`src/rtl/qpu_exu_alu_arb_if.sv`:
```
// ============================================================================
// Module : qpu_exu_alu_arb_if
// Brief  : Request, datapath and response bundle for the EXU ALU arbiter.
// Rev    : 1.0  initial release
// ============================================================================
`default_nettype none

interface qpu_exu_alu_arb_if #(
    parameter int XLEN  = 32,
    parameter int TAG_W = 4
);
    logic [3:0]          req_valid;
    logic [3:0]          req_ready;
    logic [4*XLEN-1:0]   req_op1;
    logic [4*XLEN-1:0]   req_op2;
    logic [4*TAG_W-1:0]  req_tag;
    logic [3:0]          alu_opsel;
    logic [3:0]          bjp_cmpsel;

    logic [3:0]          dp_req;
    logic [XLEN-1:0]     dp_op1;
    logic [XLEN-1:0]     dp_op2;
    logic [3:0]          dp_alu_op;
    logic [3:0]          dp_bjp_cmp;
    logic [XLEN-1:0]     dp_res;
    logic                dp_cmp_res;

    logic                rsp_valid;
    logic                rsp_ready;
    logic [1:0]          rsp_src;
    logic [TAG_W-1:0]    rsp_tag;
    logic [XLEN-1:0]     rsp_res;
    logic                rsp_cmp;
    logic                err_sticky;

    modport slave (
        input  req_valid, req_op1, req_op2, req_tag, alu_opsel, bjp_cmpsel,
        input  dp_res, dp_cmp_res, rsp_ready,
        output req_ready, dp_req, dp_op1, dp_op2, dp_alu_op, dp_bjp_cmp,
        output rsp_valid, rsp_src, rsp_tag, rsp_res, rsp_cmp, err_sticky
    );

    modport master (
        output req_valid, req_op1, req_op2, req_tag, alu_opsel, bjp_cmpsel,
        output dp_res, dp_cmp_res, rsp_ready,
        input  req_ready, dp_req, dp_op1, dp_op2, dp_alu_op, dp_bjp_cmp,
        input  rsp_valid, rsp_src, rsp_tag, rsp_res, rsp_cmp, err_sticky
    );
endinterface

`default_nettype wire

```
`src/rtl/qpu_exu_alu_arb.sv`:
```
// ============================================================================
// Module : qpu_exu_alu_arb
// Brief  : Grants one of ALU/BJP/LSU/QIU per cycle onto the shared ALU
//          datapath and registers its result in a one-entry response slot.
//          QPU_ALU_ARB_RR_EN selects round-robin, otherwise fixed priority.
// Rev    : 1.0  initial release
// ============================================================================
`default_nettype none

module qpu_exu_alu_arb #(
    parameter int XLEN  = 32,
    parameter int TAG_W = 4
) (
    input  wire logic            clk,
    input  wire logic            rst_n,
    qpu_exu_alu_arb_if.slave     bus
);

    typedef enum logic [0:0] {
        ST_EMPTY = 1'b0,
        ST_FULL  = 1'b1
    } state_t;

    localparam logic [1:0] c_SRC_BJP = 2'd1;

    state_t              r_state;
    logic                r_rsp_valid;
    logic [1:0]          r_rsp_src;
    logic [TAG_W-1:0]    r_rsp_tag;
    logic [XLEN-1:0]     r_rsp_res;
    logic                r_rsp_cmp;
    logic                r_err_sticky;
`ifdef QPU_ALU_ARB_RR_EN
    logic [1:0]          r_ptr;
`endif

    logic [XLEN-1:0]     w_op1 [4];
    logic [XLEN-1:0]     w_op2 [4];
    logic [TAG_W-1:0]    w_tag [4];

    logic                w_can_accept;
    logic                w_any;
    logic                w_accept;
    logic [1:0]          w_gidx;
    logic [3:0]          w_grant;
    logic                w_bad_op;

    function automatic logic f_onehot4(input logic [3:0] v);
        return (v != 4'd0) && ((v & (v - 4'd1)) == 4'd0);
    endfunction

    generate
        for (genvar i = 0; i < 4; i++) begin : g_src
            assign w_op1[i] = bus.req_op1[i*XLEN  +: XLEN];
            assign w_op2[i] = bus.req_op2[i*XLEN  +: XLEN];
            assign w_tag[i] = bus.req_tag[i*TAG_W +: TAG_W];
        end
    endgenerate

    // The slot can take a new result if it is empty or is being drained now.
    assign w_can_accept = (r_state == ST_EMPTY) || bus.rsp_ready;

    always_comb begin
        w_any  = 1'b0;
        w_gidx = 2'd0;
`ifdef QPU_ALU_ARB_RR_EN
        for (int k = 1; k <= 4; k++) begin
            logic [1:0] v_idx;
            v_idx = r_ptr + 2'(k);
            if (!w_any && bus.req_valid[v_idx]) begin
                w_any  = 1'b1;
                w_gidx = v_idx;
            end
        end
`else
        for (int k = 0; k < 4; k++) begin
            if (!w_any && bus.req_valid[k]) begin
                w_any  = 1'b1;
                w_gidx = 2'(k);
            end
        end
`endif
    end

    assign w_accept = w_can_accept && w_any;
    assign w_grant  = w_accept ? (4'd1 << w_gidx) : 4'd0;

    assign w_bad_op = (w_grant[0] && !f_onehot4(bus.alu_opsel)) ||
                      (w_grant[1] && !f_onehot4(bus.bjp_cmpsel));

    assign bus.req_ready  = w_grant;
    assign bus.dp_req     = w_grant;
    assign bus.dp_op1     = w_accept   ? w_op1[w_gidx]  : '0;
    assign bus.dp_op2     = w_accept   ? w_op2[w_gidx]  : '0;
    assign bus.dp_alu_op  = w_grant[0] ? bus.alu_opsel  : 4'd0;
    assign bus.dp_bjp_cmp = w_grant[1] ? bus.bjp_cmpsel : 4'd0;

    always_ff @(posedge clk) begin
        if (!rst_n) begin
            r_state      <= ST_EMPTY;
            r_rsp_valid  <= 1'b0;
            r_rsp_src    <= 2'd0;
            r_rsp_tag    <= '0;
            r_rsp_res    <= '0;
            r_rsp_cmp    <= 1'b0;
            r_err_sticky <= 1'b0;
`ifdef QPU_ALU_ARB_RR_EN
            r_ptr        <= 2'd3;
`endif
        end else begin
            // The datapath is combinational, so its result is valid at the accept edge.
            if (w_accept) begin
                r_state      <= ST_FULL;
                r_rsp_valid  <= 1'b1;
                r_rsp_src    <= w_gidx;
                r_rsp_tag    <= w_tag[w_gidx];
                r_rsp_res    <= (w_gidx == c_SRC_BJP) ? '0 : bus.dp_res;
                r_rsp_cmp    <= (w_gidx == c_SRC_BJP) ? bus.dp_cmp_res : 1'b0;
                r_err_sticky <= r_err_sticky | w_bad_op;
`ifdef QPU_ALU_ARB_RR_EN
                r_ptr        <= w_gidx;
`endif
            end else begin
                case (r_state)
                    ST_FULL: begin
                        if (bus.rsp_ready) begin
                            r_state     <= ST_EMPTY;
                            r_rsp_valid <= 1'b0;
                        end
                    end
                    default: begin
                        r_state     <= ST_EMPTY;
                        r_rsp_valid <= 1'b0;
                    end
                endcase
            end
        end
    end

    assign bus.rsp_valid  = r_rsp_valid;
    assign bus.rsp_src    = r_rsp_src;
    assign bus.rsp_tag    = r_rsp_tag;
    assign bus.rsp_res    = r_rsp_res;
    assign bus.rsp_cmp    = r_rsp_cmp;
    assign bus.err_sticky = r_err_sticky;

endmodule

`default_nettype wire

```
`src/flat_wrapper.sv`:
```
// flat-port wrapper written by rule: the top's interface ports become plain ports
module qpu_exu_alu_arb_flat 
#(
    parameter int XLEN  = 32,
    parameter int TAG_W = 4
)
  (clk, rst_n, bus_req_valid, bus_req_op1, bus_req_op2, bus_req_tag, bus_alu_opsel, bus_bjp_cmpsel, bus_dp_res, bus_dp_cmp_res, bus_rsp_ready, bus_req_ready, bus_dp_req, bus_dp_op1, bus_dp_op2, bus_dp_alu_op, bus_dp_bjp_cmp, bus_rsp_valid, bus_rsp_src, bus_rsp_tag, bus_rsp_res, bus_rsp_cmp, bus_err_sticky);
  qpu_exu_alu_arb_if #(.XLEN(XLEN), .TAG_W(TAG_W)) bus_i ();
  input  wire logic clk;
  input  wire logic rst_n;
  input wire logic [$bits(bus_i.req_valid)-1:0] bus_req_valid;
  input wire logic [$bits(bus_i.req_op1)-1:0] bus_req_op1;
  input wire logic [$bits(bus_i.req_op2)-1:0] bus_req_op2;
  input wire logic [$bits(bus_i.req_tag)-1:0] bus_req_tag;
  input wire logic [$bits(bus_i.alu_opsel)-1:0] bus_alu_opsel;
  input wire logic [$bits(bus_i.bjp_cmpsel)-1:0] bus_bjp_cmpsel;
  input wire logic [$bits(bus_i.dp_res)-1:0] bus_dp_res;
  input wire logic [$bits(bus_i.dp_cmp_res)-1:0] bus_dp_cmp_res;
  input wire logic [$bits(bus_i.rsp_ready)-1:0] bus_rsp_ready;
  output wire logic [$bits(bus_i.req_ready)-1:0] bus_req_ready;
  output wire logic [$bits(bus_i.dp_req)-1:0] bus_dp_req;
  output wire logic [$bits(bus_i.dp_op1)-1:0] bus_dp_op1;
  output wire logic [$bits(bus_i.dp_op2)-1:0] bus_dp_op2;
  output wire logic [$bits(bus_i.dp_alu_op)-1:0] bus_dp_alu_op;
  output wire logic [$bits(bus_i.dp_bjp_cmp)-1:0] bus_dp_bjp_cmp;
  output wire logic [$bits(bus_i.rsp_valid)-1:0] bus_rsp_valid;
  output wire logic [$bits(bus_i.rsp_src)-1:0] bus_rsp_src;
  output wire logic [$bits(bus_i.rsp_tag)-1:0] bus_rsp_tag;
  output wire logic [$bits(bus_i.rsp_res)-1:0] bus_rsp_res;
  output wire logic [$bits(bus_i.rsp_cmp)-1:0] bus_rsp_cmp;
  output wire logic [$bits(bus_i.err_sticky)-1:0] bus_err_sticky;
  assign bus_i.req_valid = bus_req_valid;
  assign bus_i.req_op1 = bus_req_op1;
  assign bus_i.req_op2 = bus_req_op2;
  assign bus_i.req_tag = bus_req_tag;
  assign bus_i.alu_opsel = bus_alu_opsel;
  assign bus_i.bjp_cmpsel = bus_bjp_cmpsel;
  assign bus_i.dp_res = bus_dp_res;
  assign bus_i.dp_cmp_res = bus_dp_cmp_res;
  assign bus_i.rsp_ready = bus_rsp_ready;
  assign bus_req_ready = bus_i.req_ready;
  assign bus_dp_req = bus_i.dp_req;
  assign bus_dp_op1 = bus_i.dp_op1;
  assign bus_dp_op2 = bus_i.dp_op2;
  assign bus_dp_alu_op = bus_i.dp_alu_op;
  assign bus_dp_bjp_cmp = bus_i.dp_bjp_cmp;
  assign bus_rsp_valid = bus_i.rsp_valid;
  assign bus_rsp_src = bus_i.rsp_src;
  assign bus_rsp_tag = bus_i.rsp_tag;
  assign bus_rsp_res = bus_i.rsp_res;
  assign bus_rsp_cmp = bus_i.rsp_cmp;
  assign bus_err_sticky = bus_i.err_sticky;
  qpu_exu_alu_arb #(.XLEN(XLEN), .TAG_W(TAG_W)) u_core (.clk(clk), .rst_n(rst_n), .bus(bus_i));
endmodule
```
`config.mk`:
```
export PLATFORM = sky130hd
export DESIGN_NAME = qpu_exu_alu_arb_flat
export DESIGN_NICKNAME = d
export VERILOG_FILES = /design/src/rtl/qpu_exu_alu_arb_if.sv /design/src/rtl/qpu_exu_alu_arb.sv /design/src/flat_wrapper.sv
export SDC_FILE = /design/constraint.sdc
export NUM_CORES = 1
export LEC_CHECK = 0
export ABC_CLOCK_PERIOD_IN_PS = 2900
export CAP_MARGIN = 20
export CORE_AREA = 2 2 170 172
export DETAILED_ROUTE_END_ITERATION = 10
export DIE_AREA = 0 0 172 174
export REMOVE_ABC_BUFFERS = 1
export SYNTH_ARGS = -nofsm -noshare
export SYNTH_HDL_FRONTEND = slang
export SYNTH_SLANG_ARGS = --single-unit
```
`constraint.sdc`:
```
create_clock -name clk -period 2.9 [get_ports clk]
set_input_delay 0.58 -clock clk [delete_from_list [all_inputs] [get_ports clk]]
set_output_delay 0.58 -clock clk [all_outputs]
set_load 0.005 [all_outputs]
```
Word-level counts from Yosys, hierarchy flattened:

Index checks and enable logic that the tools add are counted.

* output and inout port bits: 121
* memory bits (writable): 0
* input port bits: 320
* memories kept: 0
* bits in latches: 0
* word-level logic and storage cells: 66
* flip-flop bits (word level): 42
* memory bits (read-only): 0

* $lt $le $gt $ge: 1
* reduce and logical (&&, ||, !) cells: 19
* multipliers: 0
* shift operators: 1
* $add $sub $neg: 2
* equal/unequal tests: 2
* div/mod/pow operators: 0
* bitwise gates (word level): 5
* muxes and demuxes: 29

Operators with widths (count)
* 32-bit two-way mux: 7
* 32-bit binary-select mux with 2-bit select: 2
* 4-bit two-way mux: 5
* 1-bit two-way mux: 12
* 4-bit bitwise AND: 2
* 4-bit binary-select mux with 2-bit select: 1
* 1-bit logical AND: 8
* 4-bit logical NOT: 2
* 4-bit nonzero test: 2
* 4-bit by 1-bit subtractor with 4-bit output, second input constant: 2
* 1-bit logical NOT: 5
* 2-bit two-way mux: 2
* 1-bit by 2-bit left shift with 4-bit output, first input constant: 1
* 3-bit >= comparator, second input constant: 1
* 3-bit inequality test, second input constant: 1
* 2-bit inverter with 3-bit output: 1
* 2-bit by 1-bit equality test with 1-bit output, second input constant: 1
* 1-bit logical OR: 2
* 1-bit inverter: 1
* 1-bit bitwise OR: 1

Logic depth before layout (Yosys ltp):

* depth in word-level cells: 15
* depth in mapped cells: 7
* depth with buffers taken out: 4

Least setup slack after synthesis:

No wires, ideal clock.

* path kind: in2out
* from: input port bus_req_valid[0]
* to: output port bus_dp_op1[0]
* setup slack: 0.621 ns
* stages on the path: 6
* data arrival time: 1.699 ns
* required time: 2.320 ns
* path buffers: 3
* cell sequence: buf_2 -> nor2_2 -> a21o_1 -> buf_2 -> clkbuf_1 -> nor2_1

* longest elaborated chain between the ends: 15
* elaborated cells on any way between the ends: 19
* those cells by class: mux (11); bitwise (1); reduce/logical (7)

Ends and longest elaborated chain
* from (decl): line flat_wrapper.sv:11 `input wire logic [$bits(bus_i.req_valid)-1:0] bus_req_valid;`
* 1-bit two-way mux (*): line qpu_exu_alu_arb.sv:77 `if (!w_any && bus.req_valid[k]) begin`
* 1-bit logical NOT: line qpu_exu_alu_arb.sv:77
* 1-bit logical AND: line qpu_exu_alu_arb.sv:77
* 1-bit two-way mux: line qpu_exu_alu_arb.sv:77
* 1-bit logical NOT: line qpu_exu_alu_arb.sv:77
* 1-bit logical AND: line qpu_exu_alu_arb.sv:77
* 1-bit two-way mux: line qpu_exu_alu_arb.sv:77
* 1-bit logical NOT: line qpu_exu_alu_arb.sv:77
* 1-bit logical AND: line qpu_exu_alu_arb.sv:77
* 2-bit two-way mux: line qpu_exu_alu_arb.sv:77
* 2-bit inverter with 3-bit output (not written as such): line qpu_exu_alu_arb.sv:93 `assign bus.dp_op1 = w_accept ? w_op1[w_gidx] : '0;`
* 32-bit binary-select mux with 2-bit select: line qpu_exu_alu_arb.sv:93
* 32-bit two-way mux (not written as such) (2 in a row): line qpu_exu_alu_arb.sv:93
* 32-bit two-way mux (*): line qpu_exu_alu_arb.sv:93
* to (decl): line flat_wrapper.sv:22 `output wire logic [$bits(bus_i.dp_op1)-1:0] bus_dp_op1;`

Mark *: on every way between the ends. The rest lies on a longest branch, timed or not. The select of a mux whose other input is x is not followed.

Final worst setup path:

* from: input port bus_req_valid[2]
* to: output port bus_dp_op1[3]

* longest elaborated chain between the ends: 10
* elaborated cells on any way between the ends: 13
* those cells by class: mux (8); bitwise (1); reduce/logical (4)

Ends and longest elaborated chain (line)
* 1-bit logical AND (*): qpu_exu_alu_arb.sv:77
* 1-bit two-way mux: qpu_exu_alu_arb.sv:77
* 1-bit logical NOT: qpu_exu_alu_arb.sv:77
* 1-bit logical AND: qpu_exu_alu_arb.sv:77
* 2-bit two-way mux: qpu_exu_alu_arb.sv:77
* 2-bit inverter with 3-bit output (not written as such): qpu_exu_alu_arb.sv:93
* 32-bit binary-select mux with 2-bit select: qpu_exu_alu_arb.sv:93
* 32-bit two-way mux (not written as such) (2 in a row): qpu_exu_alu_arb.sv:93
* 32-bit two-way mux (*): qpu_exu_alu_arb.sv:93

Marks and branches as above.

==> qor_table.md <==
| Item | Value | Unit |
| --- | --- | --- |
| Result of the run | completed | - |
| Total internal power | 1820 | uW |
| Place WS | -639 | ps |
| Clock transition at the registers of the reported paths | 60 | ps |
| Kind of critical path | in2out | - |
| Distinct cell type count of the synthesized netlist | 36 | - |
| Clock network latency to the later pin of the worst-skew pair | 280 | ps |
| Core area | 28,200 | um2 |
| Netlist area before placement | 3840 | um2 |
| Primary flip-flop cell chosen by synthesis mapping | sky130_fd_sc_hd__dfxtp_1 | - |
| Metal2 WL | 13,200 | um |
| HPWL reported at the end of detailed placement | 19,900 | um |
| Yosys warning count | 0 | - |
| Ratio of final minimum period to clock period | 0.989 | - |
| Routed wirelength normalized by instance count | 19.7 | um |
| Maximum clock rate | 0.349 | GHz |
| Minimum setup slack in the final design | 33.0 | ps |
| Relative slew slack | 0.693 | - |
| Starting Density | 0.136 | - |
| Final Slew Violations | 0 | - |
| Multi-input gate area in the final layout | 2730 | um2 |
| CTS tree | built | - |
| Share of power burned in combinational logic | 0.545 | - |
| Worst-case register-to-register setup slack | 1160 | ps |
| Routed via count divided by cell count | 4.44 | - |
| Setup violators final | 0 | - |
| Number of buffers inserted for hold repair after clock tree synthesis | 0 | - |
| Min Hold Slack | 449 | ps |
| Post-synthesis to final-layout area growth | 147 | % |
| Critical Path Sink Type | primary output | - |
| Met3 Wirelength | 2250 | um |
| Worst clock skew | 3.13 | ps |
| Final hold violation count | 0 | - |
| Remaining global-route overflow | 0 | - |
| Core occupancy in the finished layout | 0.336 | - |
| RePlAce Congestion | 0.843 | - |
| DR vias | 5,840 | - |
| Vias in the first global route | 5,874 | - |
| Clk sinks | 42 | - |
| Worst Path Max Fanout | 7 | - |
| Mapped Cells | 454 | - |
| Mean Syn Cell Area | 8.46 | um2 |
| Max_cap viols | 0 | - |
| Share of the synthesized area in the top cell type | 0.235 | - |
| Switching component of the power | 725 | uW |
| Antenna Violating Nets Remaining | 0 | - |
| Bufs on Longest Clock Path | 2 | - |
| Area contributors post-synth | sky130_fd_sc_hd__mux2_4, sky130_fd_sc_hd__dfxtp_1, sky130_fd_sc_hd__a222oi_1 | - |
| Sequential element share of the synthesized area | 0.219 | - |
| Worst path arrival time | 2290 | ps |
| Static power due to leakage | 0.00390 | uW |
| Register bit count reported by yosys | 42 | - |
| Post-synthesis cell type with the largest combined area | sky130_fd_sc_hd__mux2_4 | - |
| Share of post-route cells with drive strength above 1 | 0.205 | - |
| Cell row count | 62 | - |
| Die outline height | 174 | um |
| Detailed Routing Iterations Pass 1 | 6 | - |
| Fraction of power spent switching nets | 0.285 | - |
| Die boundary width | 172 | um |
| Wire length of the first global-routing pass | 36,300 | um |
| Post-placement cell count | 1,270 | - |
| Wire length reported by the detailed router | 25,900 | um |
| CTS Root Buffer Type | sky130_fd_sc_hd__clkbuf_16 | - |
| Most used cells in the layout excluding fill and tap cells | sky130_fd_sc_hd__clkdlybuf4s50_1, sky130_fd_sc_hd__nor2_1, sky130_fd_sc_hd__a222oi_1 | - |
| Number of buffers inserted during clock tree synthesis | 5 | - |
| Power share of the sequential group | 0.249 | - |
| Slew at the pin closest to its max-slew limit | 460 | ps |
| Total number of nets in the final design | 1,247 | - |
| Synth async-reset ratio | 0 | - |
| Number of antenna violations at the first check in global routing | 5 | - |
| DRC | 0 | - |
| Topmost layer with routed signal wires | met5 | - |
| Worst vdd ir | 157 | uV |
| Path class of the lowest-slack min-delay path | reg2reg | - |
| H-tree depth | 2 | - |
| Quantity of I/O buffers inserted on ports | 440 | - |
| Fill count | 2,949 | - |
| Count of non-filler cells in the finished layout | 1,314 | - |
| Setup repair after global routing missed its margin | yes | - |
| Boundary pin count | 441 | - |
| Count of routing violations after the opening detailed-route iteration | 461 | - |
| Share of total power in the clock network | 0.205 | - |
| Die ar. | 29,900 | um2 |
| Global-route usage over all layers | 0.161 | - |
| CP Launch Type | input port | - |
| Final critical delay including setup and external delays | 2870 | ps |
| Data required, critical path | 2320 | ps |
| Most common cell after layout, fill and taps aside | sky130_fd_sc_hd__clkdlybuf4s50_1 | - |
| Pin count of the biggest net entering global routing | 41 | - |
| Storage element area | 841 | um2 |
| Met1 routed wirelength after detailed routing | 9970 | um |
| Number of synthesized flops with an enable pin | 0 | - |
| Power per cell area | 268 | nW/um2 |
[power by group through the flow]
| stage | Clock [uW] | Sequential, uW | Combinational, uW |
|---|---|---|---|
| floorplan | 0 | 650 | 424 |
| global placement | 0 | 646 | 1370 |
| detailed placement | 0 | 647 | 1370 |
| CTS | 545 | 635 | 1400 |
| global route | 557 | 639 | 1480 |
| finish | 523 | 635 | 1390 |
[worst max-delay path, cell delays in order]
cell and delay [ps]:
sky130_fd_sc_hd__buf_6 100, sky130_fd_sc_hd__nor2b_4 230, sky130_fd_sc_hd__buf_12 190, sky130_fd_sc_hd__buf_12 130, sky130_fd_sc_hd__buf_4 100, sky130_fd_sc_hd__mux2_4 290, sky130_fd_sc_hd__a222oi_1 320, sky130_fd_sc_hd__nor2_1 100
sky130_fd_sc_hd__clkdlybuf4s15_1 210
[cell type report]
cell class              instances  area share
diodes                          3    0.000791
well taps                     384      0.0506
inverters                       2    0.000791
clock buffers                   5      0.0132
multi-input cells             353       0.287
flip-flops and latches         42      0.0885
repair buffers                523       0.558
clock inverters                 2     0.00105
[metal layers]
layer	vias to the layer above	global-route usage
li1	2714	-
met1	2761	0.190
met2	334	0.296
met3	27	0.0319
met4	4	0.0396
met5	-	0
[synthesized netlist by cell type (6+ instances only)]
cell,number
sky130_fd_sc_hd__a21oi_1,42
sky130_fd_sc_hd__a222oi_1,64
sky130_fd_sc_hd__and3_1,9
sky130_fd_sc_hd__buf_2,14
sky130_fd_sc_hd__buf_4,6
sky130_fd_sc_hd__buf_6,8
sky130_fd_sc_hd__clkbuf_1,29
sky130_fd_sc_hd__dfxtp_1,42
sky130_fd_sc_hd__mux2_4,60
sky130_fd_sc_hd__nand2_1,33
sky130_fd_sc_hd__nand3_1,32
sky130_fd_sc_hd__nor2_1,70
[stage by stage]
| stage | total power (uW) | instance area, um2 | TNS [ps] |
|---|---|---|---|
| 2_1_floorplan | 1070 | 3530 | -268430 |
| 3_3_place_gp | 2020 | 9030 | -33340 |
| 3_5_place_dp | 2020 | 9030 | -33350 |
| 4_1_cts | 2580 | 9440 | 0 |
| 5_1_grt | 2670 | 9500 | -45.1 |
| 6_report | 2550 | 9500 | 0 |
[what timing repair did]
action | 4_1_cts | 5_1_grt
resized for setup | 162 | 19
cloned | 7 | 0
pin swaps | 77 | 24
setup endpoints to repair | 71 | 25
setup buffers | 20 | 10
[logic make-up (layout without fill, tap and decap cells)]
logic type                count (synthesis)  in the layout  synth area share
and+or+nand+nor                         158            158             0.181
AOI/OAI and AO/OA                       128            128             0.263
muxes                                    65             65             0.249
buffers and inverters                    59            532            0.0837
DFF                                      42             42             0.219
xor gates and xnor gates                  2              2           0.00456
other                                     0              3                 0
[registers in the layout (all words and copies together), names as in the netlist]
register               count
u_core.bus.rsp_res        32
u_core.bus.rsp_cmp         1
u_core.r_state             1
u_core.bus.rsp_tag         4
u_core.bus.rsp_valid       1
u_core.bus.err_sticky      1
u_core.bus.rsp_src         2
[path summary, 6_finish.rpt]
path	start	to	cells past startpoint
hold reg to reg	u_core.bus.rsp_res[10]	u_core.bus.rsp_res[10]	2
setup reg to reg	u_core.r_state	u_core.bus.rsp_src[0]	6
setup / recovery	bus_req_valid[2]	bus_dp_op1[3]	9
hold / removal	u_core.bus.rsp_res[10]	u_core.bus.rsp_res[10]	2
Note: power is estimated with default switching activity, not from simulation.
